$ cat config.mk
export PLATFORM = sky130hd
export DESIGN_NAME = hkspi_slave_ctrl
export DESIGN_NICKNAME = d
export VERILOG_FILES = /design/src/rtl/hkspi_slave_ctrl.sv
export SDC_FILE = /design/constraint.sdc
export NUM_CORES = 1
export LEC_CHECK = 0
export CORE_UTILIZATION = 46
export DETAILED_ROUTE_END_ITERATION = 6
export GPL_ROUTABILITY_DRIVEN = 0
export GPL_TIMING_DRIVEN = 0
export PLACE_DENSITY = 0.68
export SLEW_MARGIN = 20
export SYNTH_ARGS = -nofsm -noshare
export SYNTH_HDL_FRONTEND = slang
export SYNTH_SLANG_ARGS = --single-unit
$ cat constraint.sdc
create_clock -name clock -period 2.7 [get_ports clock]
set_input_delay 0.54 -clock clock [delete_from_list [all_inputs] [get_ports clock]]
set_output_delay 0.54 -clock clock [all_outputs]
set_load 0.02 [all_outputs]
$ cat src/rtl/hkspi_slave_ctrl.sv
// Housekeeping SPI slave (mode 0): turns a command / address / data byte stream
// into single-cycle register read and write strobes on the system clock.
module hkspi_slave_ctrl #(
    parameter int SYNC_STAGES = 2
) (
    input  logic       clock,
    input  logic       resetb,
    input  logic       sck,
    input  logic       csb,
    input  logic       sdi,
    output logic       sdo,
    output logic       sdo_oe,
    output logic [7:0] reg_addr,
    output logic [7:0] reg_wdata,
    output logic       reg_we,
    output logic       reg_re,
    input  logic [7:0] reg_rdata,
    output logic       busy
);

    // Fewer than two stages cannot resolve metastability, so clamp.
    localparam int STAGES = (SYNC_STAGES < 2) ? 2 : SYNC_STAGES;

    typedef enum logic [2:0] {
        IDLE,
        COMMAND,
        ADDRESS,
        DATA,
        DONE
    } state_t;

    state_t state, state_nxt;

    logic [STAGES-1:0] sck_sync, csb_sync, sdi_sync;
    logic [STAGES:0]   fill;
    logic              sck_d, csb_d;
    logic              sck_s, csb_s, sdi_s, sync_ok;
    logic              sck_rise, sck_fall, csb_fall;
    logic              shifting, byte_end, last_byte;

    logic [2:0]        bit_cnt;
    logic [6:0]        shift;
    logic [7:0]        rx_byte;
    logic [1:0]        mode;
    logic [2:0]        n_bytes;
    logic [2:0]        byte_cnt;
    logic [7:0]        tx;
    logic              sdo_q;
    logic              inc_pend;

    // ---------------------------------------------------------------------
    // Pad synchronizers and edge detection
    // ---------------------------------------------------------------------
    // NOTE: sequential state uses non-blocking assignments so every flop samples
    // the pre-edge value of its neighbours, which is what makes the chain a shift.
    always_ff @(posedge clock or negedge resetb) begin
        if (!resetb) begin
            sck_sync <= '0;
            csb_sync <= '1;
            sdi_sync <= '0;
            sck_d    <= 1'b0;
            csb_d    <= 1'b1;
            fill     <= '0;
        end else begin
            sck_sync <= {sck_sync[STAGES-2:0], sck};
            csb_sync <= {csb_sync[STAGES-2:0], csb};
            sdi_sync <= {sdi_sync[STAGES-2:0], sdi};
            sck_d    <= sck_sync[STAGES-1];
            csb_d    <= csb_sync[STAGES-1];
            fill     <= {fill[STAGES-1:0], 1'b1};
        end
    end

    assign sck_s = sck_sync[STAGES-1];
    assign csb_s = csb_sync[STAGES-1];
    assign sdi_s = sdi_sync[STAGES-1];

    // Edges only count once the chain holds real pad samples, so a csb held low
    // through reset never looks like a fresh select.
    assign sync_ok  = fill[STAGES];
    assign sck_rise = sync_ok && sck_s && !sck_d && !csb_s;
    assign sck_fall = sync_ok && !sck_s && sck_d && !csb_s;
    assign csb_fall = sync_ok && csb_d && !csb_s;

    assign shifting  = sck_rise && (state == COMMAND || state == ADDRESS || state == DATA);
    assign byte_end  = shifting && (bit_cnt == 3'd7);
    assign rx_byte   = {shift, sdi_s};
    assign last_byte = (n_bytes != 3'd0) && (byte_cnt == n_bytes - 3'd1);

    // ---------------------------------------------------------------------
    // Control FSM
    // ---------------------------------------------------------------------
    always_ff @(posedge clock or negedge resetb) begin
        if (!resetb) state <= IDLE;
        else         state <= state_nxt;
    end

    // NOTE: every output of this block gets a default first, so no path can
    // leave one unassigned and infer a latch.
    always_comb begin
        state_nxt = state;
        busy      = (state != IDLE);
        sdo_oe    = (state == DATA) && mode[0];
        case (state)
            IDLE:    if (csb_fall) state_nxt = COMMAND;
            COMMAND: if (byte_end) state_nxt = (rx_byte[7:6] == 2'b00) ? DONE : ADDRESS;
            ADDRESS: if (byte_end) state_nxt = DATA;
            DATA:    if (byte_end && last_byte) state_nxt = DONE;
            DONE:    state_nxt = DONE;
            default: state_nxt = IDLE;
        endcase
        if (state != IDLE && csb_s) state_nxt = IDLE;
    end

    assign sdo = sdo_oe && sdo_q;

    // ---------------------------------------------------------------------
    // Shift registers, address counter and strobes
    // ---------------------------------------------------------------------
    always_ff @(posedge clock or negedge resetb) begin
        if (!resetb) begin
            bit_cnt   <= '0;
            shift     <= '0;
            mode      <= '0;
            n_bytes   <= '0;
            byte_cnt  <= '0;
            tx        <= '0;
            sdo_q     <= 1'b0;
            inc_pend  <= 1'b0;
            reg_addr  <= '0;
            reg_wdata <= '0;
            reg_we    <= 1'b0;
            reg_re    <= 1'b0;
        end else begin
            reg_we <= 1'b0;
            reg_re <= 1'b0;

            if (state == IDLE) begin
                bit_cnt  <= '0;
                byte_cnt <= '0;
                sdo_q    <= 1'b0;
            end

            if (shifting) begin
                shift   <= rx_byte[6:0];
                bit_cnt <= bit_cnt + 3'd1;
            end

            if (byte_end) begin
                case (state)
                    COMMAND: begin
                        mode    <= rx_byte[7:6];
                        n_bytes <= rx_byte[5:3];
                    end
                    ADDRESS: begin
                        reg_addr <= rx_byte;
                        reg_re   <= mode[0];
                    end
                    DATA: begin
                        if (mode[1]) begin
                            reg_wdata <= rx_byte;
                            reg_we    <= 1'b1;
                        end
                        byte_cnt <= byte_cnt + 3'd1;
                        inc_pend <= 1'b1;
                    end
                    default: ;
                endcase
            end

            // The increment trails the write strobe by one cycle so the write
            // lands on the old address and the next read on the new one.
            if (inc_pend) begin
                inc_pend <= 1'b0;
                reg_addr <= reg_addr + 8'd1;
                reg_re   <= (state == DATA) && mode[0] && !csb_s;
            end

            if (reg_re) begin
                tx <= reg_rdata;
            end else if (sck_fall && state == DATA) begin
                sdo_q <= tx[7];
                tx    <= {tx[6:0], 1'b0};
            end
        end
    end

endmodule
# After elaboration in Yosys (flattened, before gate mapping)
# Cells that the tools add are included.
# Widths: inputs -> output; s select.
totals:
  ff_bits: 60
  input_bits: 13
  output_inout_bits: 21
  word_cells: 96
classes:
  n_mux: 29
  add_sub_neg: 4
  eq_ne: 10
  n_reduce_logical: 34
op_table:
  columns: ["cell", "n"]
  rows:
  - ["$mux 8", 5]
  - ["$mux 3", 11]
  - ["$logic_and 1x1->1", 17]
  - ["$pmux 3 s5", 1]
  - ["$mux 1", 12]
  - ["$add 8x1->8 const B", 1]
  - ["$reduce_bool 2->1", 4]
  - ["$add 3x1->3 const B", 2]
  - ["$eq 3x2->1 const B", 2]
  - ["$eq 3x3->1 const B", 2]
  - ["$ne 3x2->1 const B", 2]
  - ["$reduce_bool 3->1", 2]
  - ["$reduce_and 2->1", 2]
  - ["$reduce_and 4->1", 1]
  - ["$eq 3x1->1 const B", 1]
  - ["$eq 3x3->1", 1]
  - ["$logic_not 1->1", 3]
  - ["$logic_not 3->1", 1]
  - ["$ne 3x1->1 const B", 1]
  - ["$ne 3x3->1 const B", 1]
  - ["$reduce_and 3->1", 1]
  - ["$sub 3x1->3 const B", 1]
  - ["$logic_not 2->1", 1]
  - ["$logic_or 1x1->1", 2]

# Longest topological paths before layout
# Gate-level depths: netlist of run 1.
depth:
  ltp_word: 9
  ltp_mapped: 6
  ltp_nobuf: 6

# Worst setup path before layout of run 1
# Ideal clock, no wire load.
synth_timing:
  kind: "reg-to-output"
  startpoint: "register state[0]"
  endpoint: "output port sdo"
  arrival_time_ns: 1.280
  setup_slack_ns: 0.880
  path_stages_with_launch: 4
  t_required_ns: 2.160
  n_path_buf: 1
  cell_sequence: "dfrtp_1 clkbuf_1 and3_1 and2_1"
synth_between:
  elab_chain_cells: 3
synth_lines:
  columns: ["element", "line_no", "rtl"]
  rows:
  - ["from (decl)", "32", "state_t state, state_nxt;"]
  - ["from (signal assigned)", "95", "else state <= state_nxt;"]
  - ["$eq 3x2->1", "103", "sdo_oe = (state == DATA) && mode[0];"]
  - ["$logic_and 1x1->1", "103", null]
  - ["via sdo_oe", "12", "output logic sdo_oe,"]
  - ["$logic_and 1x1->1", "115", "assign sdo = sdo_oe && sdo_q;"]
  - ["to (decl)", "11", "output logic sdo,"]
# The timed path passes the listed nets, and every way through them passes these cells.

# Worst setup path in the final report of run 1
layout_timing:
  startpoint: "register state[1]"
  endpoint: "output port sdo"
layout_between:
  elab_chain_cells: 3
layout_lines:
  columns: ["element", "line_no"]
  rows:
  - ["$eq 3x2->1", "103"]
  - ["$logic_and 1x1->1", "103"]
  - ["$logic_and 1x1->1", "115"]
# Every way passes these cells.

==> flow_summary.yaml, run 1 <==
outcome:
  status: "complete, no violations"
yosys:
  syn-cell-area_um2: 2730
  synthTopCellsByArea: "dfrtp_1, mux2_2, mux2i_1, nand2_1, dfstp_2"
  muxShareOfSynthArea: 0.141
  synth_top_area_cell: "dfrtp_1"
  yosysTopAreaCellShare: 0.523
  yosysSeqAreaShare: 0.552
  synthAdderAreaFrac: 0.0275
  synth_top_family_by_area: "multiplexers"
  synth.avg_cell_area_um2: 11.9
  yosys.area_share.simple: 0.139
  synth_compound_gate_area_share: 0.0812
  synth_nets: 248
  yosys_register_bits: 60
  syn_inst: 229
  synthXorXnorAreaFrac: 0.0339
  ys_warn_count: 0
  synth_cell_types: 44
route:
  routed_wl_mm: 5.02
  dr_wl_met2_mm: 2.18
  routed.top_layer: "met4"
  ant_nets: 0
  first_pass_iters: 4
  vias: 1872
  avgViaCountPerCell: 5.35
  drt-met1-wl_mm: 2.41
  route.detailed.drc: 0
  drt-initial-drc-count: 105
  wl_met3_um: 317
  wl_per_cell_um: 14.3
floorplanning:
  die_width_um: 79.0
  die-area_um2: 6240
  die_h_um: 79.0
  core_area_um2: 5610
  fp-row-count: 27
  ios: 34
  start_util: 0.486
grt:
  grt_use_total: 0.182
  grt_max_degree: 40
  antenna_found_initial: 0
  grt_pass1_wl_mm: 8.34
  grt_pass1_vias: 1730
  grt_overflow: 0
critical_path:
  endpoint_kind: "output port"
  path_class: "reg2out"
  critPathMaxFanout: 9
  worstPathArrival_ps: 1970
  required_ps: 2160
  start_kind: "flip-flop"
clock_network:
  cts_buffer_depth: 2
  insertion_delay_ps: 350
  htreeDepth: 3
  cts_sinks: 60
  clk_pin_slew_worst_paths_ps: 80
  cts-buffers-inserted: 9
  post_cts.repair.setup_buffers: 0
  cts_tree: "built"
  root_buffer: "clkbuf_8"
pwr:
  vdd_ir_drop_max_mv: 0.374
  p_leak_nw: 1.60
  p_per_area_nw_per_um2: 559
  power_w: 0.00189
finish:
  antenna_cells: 0
  area_growth_pct: 24.3
  fin_area_um2: 3390
  fin_nets: 292
  drive_above_1_share: 0.191
  stdcell_count: 350
placement:
  portBuffers: 33
  dp_hpwl_mm: 3.45
  placed_cell_area_um2: 3170
  place_inst: 335
sta:
  skew_ps: 11.5
  period_needed_ps: 2510
  setup_tns_ps: 0
  max_slew_margin: 0.648
  period_share: 0.930
  max_freq_ghz: 0.398
  hold_viol: 0
  grt_setup_unrepaired: "false"
  setup-violations-final: 0
  tightestPinTransition_ps: 528
  report.final.slew_viol_count: 0
worst_hold_path:
  holdCritPathClass: "in2async"
job:
  max_cap_violations: 0
metrics by stage:
step                 util  setup WS [ps]  hold slack (ps)
floorplan               -            880              244
global placement    0.561           -813              333
detailed placement  0.564            293              335
CTS                 0.604           60.0             73.9
global route        0.605           82.5             85.3
finish              0.605            189             83.2
cell type report:
cell class / count / area (um^2)
clock inverter: 7 / 101
fill: 467 / 2220
buffer: 6 / 37.5
sequential: 60 / 1510
timing repair buffer: 34 / 348
multi-input combinational: 156 / 1160
tap: 72 / 90.1
clock buffer: 9 / 124
inverter: 6 / 22.5
cells in the final DEF (no fill, tap or decap), types with 2 or more instances in the layout:
master / synthesis / layout
nand3_1: 5 / 5
nand2b_1: 2 / 2
o21ai_1: 7 / 7
bufinv_16: 0 / 2
inv_1: 6 / 6
xnor2_1: 3 / 3
clkbuf_1: 3 / 2
clkdlybuf4s50_1: 0 / 32
o31ai_1: 3 / 3
nor3_1: 3 / 3
o21ai_0: 7 / 7
a22oi_1: 4 / 4
buf_4: 2 / 3
clkinvlp_4: 0 / 2
mux2i_1: 16 / 16
and3_1: 4 / 4
nand4_1: 4 / 4
clkinv_4: 0 / 3
a21oi_1: 8 / 8
xor2_1: 5 / 5
clkbuf_8: 0 / 9
dfstp_2: 3 / 3
dfrtp_1: 57 / 56
mux2_2: 20 / 20
nor2b_1: 3 / 2
nand2_1: 30 / 30
nor2_1: 6 / 6
ha_1: 6 / 6
a31oi_1: 2 / 2
cell usage after synthesis, drive strengths merged:
master   n
clkbuf   3
xor2     5
o31a     1
a31oi    2
o211ai   2
and4b    1
nand2   31
a22oi    4
nor2b    3
ha       6
nand4    4
a41oi    1
nand2b   2
or4      1
nor3     4
nor3b    1
buf      4
xnor3    1
mux2i   16
nor2     6
o21ai   14
nand4b   1
nand3    5
o31ai    3
and3     4
inv      6
nor4     1
conb     1
xnor2    3
mux2    20
and2     1
or2      1
dfstp    3
a32oi    1
dfrtp   57
a21oi    8
nand3b   2
cell families after synthesis:
group | Yosys count
AO/OA/AOI/OAI | 36
XOR/XNOR | 9
adder cells (fa/ha/maj) | 6
buffers and inverters | 13
flip-flops | 60
multiplexers | 36
other | 1
AND/OR/NAND/NOR | 68
power by group:
group,switching [W],internal [W]
registers,0.0000156,0.000914
clock network,0.000378,0.000523
logic,0.0000345,0.0000285
total,0.000428,0.00147
path summary, 6_finish.rpt:
| path | to | cells after the start | slack (ps) | from |
|---|---|---|---|---|
| setup / recovery | sdo | 5 | 190 | state[1]$_DFFE_PN0P_ |
| hold / removal | shift[1]$_DFFE_PN0P_ | 1 | 80 | resetb |
| setup reg to reg | reg_wdata[5]$_DFFE_PN0P_ | 6 | 760 | bit_cnt[0]$_DFFE_PN0P_ |
| hold reg to reg | fill[2]$_DFF_PN0_ | 0 | 350 | fill[1]$_DFF_PN0_ |
| max in group asynchronous | csb_sync[0]$_DFF_PN1_ | 2 | 2050 | resetb |
| min in group clock | fill[2]$_DFF_PN0_ | 0 | 350 | fill[1]$_DFF_PN0_ |
state kept, by name (all words and copies together), names as in the netlist, 2 cells and up:
register   cells
reg_addr       8
sdi_sync       2
csb_sync       2
bit_cnt        3
tx             8
fill           3
shift          7
sck_sync       2
reg_wdata      8
byte_cnt       3
n_bytes        3
mode           2
state          3
routing by layer:
layer  global-route usage  vias up
li1                     -      904
met1                0.254      886
met2                0.249       72
met3               0.0517       10
met4                0.109        0
met5                    0        -
critical path: stages, from the launching register on:
cell and delay [ps]:
dfrtp_1 320, buf_4 160, nor2b_2 230, and3_1 210, and2_1 120, clkdlybuf4s50_1 590
repair_timing:
action                                 CTS  global route
resized for setup                        0             2
pin swaps                                0             0
endpoints found under the hold margin    0             0
hold buffers                             0             0
setup endpoints to repair                1             2
gates cloned                             0             0
No activity file was read; power rests on OpenSTA's default activity.
==> run 2: changes to the inputs <==
--- a/config.mk
+++ b/config.mk
@@ -8,2 +8,3 @@
 export CORE_UTILIZATION = 46
+export CTS_CLUSTER_SIZE = 10
 export DETAILED_ROUTE_END_ITERATION = 6
--- a/constraint.sdc
+++ b/constraint.sdc
@@ -3,2 +3,2 @@
 set_output_delay 0.54 -clock clock [all_outputs]
-set_load 0.02 [all_outputs]
+set_load 0.01 [all_outputs]
==> flow_summary.yaml, run 2 (synthesis results as in run 1) <==
outcome:
  status: "complete, no violations"
critical_path:
  start_kind: "flip-flop"
  regToRegSetupSlack_ps: 780
  critPathMaxFanout: 14
  crit-reg2reg-capture: "reg_wdata[5]$_DFFE_PN0P_"
  worstPathArrival_ps: 2040
  endpoint_kind: "output port"
  rr_startpoint: "bit_cnt[0]$_DFFE_PN0P_"
  reg2reg_depth: 6
  required_ps: 2160
  path_class: "reg2out"
floorplanning:
  start_util: 0.486
  die-area_um2: 6240
  ios: 34
  fp-row-count: 27
  die_h_um: 79.0
  die_width_um: 79.0
  core_area_um2: 5610
finish:
  reg_top3: "reg_addr x8, reg_wdata x8, tx x8"
  fin_nets: 292
  final_cell_mix: "dfrtp_1, clkdlybuf4s50_1, nand2_1, mux2_2, mux2i_1"
  area_growth_pct: 24.2
  drive_above_1_share: 0.183
  antenna_cells: 0
  final_common_cell: "dfrtp_1"
worst_hold_path:
  holdCritPathClass: "in2async"
route:
  avgViaCountPerCell: 5.36
  ant_nets: 0
  routed_wl_mm: 5.01
  drt-initial-drc-count: 86
  vias: 1875
  route.detailed.drc: 0
  first_pass_iters: 6
  wl_per_cell_um: 14.3
clock_network:
  root_buffer: "clkbuf_8"
  insertion_delay_ps: 340
  ctsResizeCount: 0
  cts_buffer_depth: 2
  clk_pin_slew_worst_paths_ps: 80
  hold_buffers: 0
  htreeDepth: 3
  cts_tree: "built"
  cts_sinks: 60
  post_cts.repair.setup_buffers: 0
  cts-buffers-inserted: 9
pwr:
  power_frac_comb: 0.033
  power_w: 0.00189
  power.internal_w: 0.00147
  p_leak_nw: 1.60
  p_per_area_nw_per_um2: 559
  vdd_ir_drop_max_mv: 0.374
  p_sw_frac: 0.225
  clock_power_share: 0.476
  switchingPower_w: 0.000427
  seq_power_share: 0.491
sta:
  skew_ps: 12.1
  period_needed_ps: 2580
  tightestPinTransition_ps: 523
  report.final.slew_viol_count: 0
  setup_tns_ps: 0
  final.setup.worst_slack_ps: 121
  grt_setup_unrepaired: "false"
  max_freq_ghz: 0.388
  hold_viol: 0
  period_share: 0.955
  max_slew_margin: 0.652
  setup-violations-final: 0
grt:
  grt_pass1_wl_mm: 8.34
  antenna_found_initial: 0
  grt_pass1_vias: 1730
  grt_max_degree: 40
  grt_overflow: 0
  grt_use_total: 0.182
placement:
  dp_hpwl_mm: 3.45
  portBuffers: 33
  dp_slack_ps: 361
job:
  max_cap_violations: 0
-- run 2: cell type report --
type                    count  area (um^2)
clock inverters             7          101
plain buffers               6         37.5
clock buffers               9          124
repair buffers             34          348
well taps                  72         90.1
multi-input cells         156         1160
fillers                   466         2220
flip-flops and latches     60         1510
inverters                   6         22.5
-- run 2: worst max-delay path by stage --
stage,from,endpoint,slack (ps),depth (start not counted)
floorplan,state[2]$_DFFE_PN0P_,shift[2]$_DFFE_PN0P_,1030,4
global placement,resetb,reg_we$_DFF_PN0_,-810,1
detailed placement,state[0]$_DFFE_PN0P_,busy,360,4
CTS,state[0]$_DFFE_PN0P_,busy,130,3
global route,state[0]$_DFFE_PN0P_,busy,10,3
finish,state[0]$_DFFE_PN0P_,busy,120,3
-- run 2: power by group through the flow --
| stage | Sequential, W | Combinational [W] | Clock [W] |
|---|---|---|---|
| 6_report | 0.000930 | 0.0000622 | 0.000901 |
| 2_1_floorplan | 0.000940 | 0.0000216 | 0 |
| 4_1_cts | 0.000929 | 0.0000637 | 0.000924 |
| 3_5_place_dp | 0.000944 | 0.0000663 | 0 |
| 5_1_grt | 0.000932 | 0.0000699 | 0.000953 |
| 3_3_place_gp | 0.000944 | 0.0000628 | 0 |
-- run 2: per-stage QoR --
step	hold WS, ps	cells	utilization	instance area [um^2]
after floorplan	244	229	-	2730
after global placement	333	334	0.561	3150
after detailed placement	335	335	0.564	3170
after CTS	73.9	350	0.604	3390
after global routing	85.4	350	0.604	3390
final	84.4	350	0.604	3390
-- run 2: worst max-delay path, stage by stage (launching register included) --
cell and delay, ps:
dfrtp_1 630, inv_1 150, nand2_1 310, clkdlybuf4s50_1 610
-- run 2: routing by layer --
layer / vias to the layer above / part of all wire / routed length, um / GRT usage
met1: 896 / 0.49 / 2480 / 0.254
met5: - / 0 / 0 / 0
met3: 14 / 0.049 / 248 / 0.0517
li1: 903 / - / - / -
met4: 0 / 0.025 / 125 / 0.109
met2: 62 / 0.43 / 2160 / 0.249
==> run 3: changes to the inputs <==
Settings changed: TNS_END_PERCENT set to 100.
==> results of run 3 <==
Same layout as run 2: the final DEF is identical, and so are final timing and power.
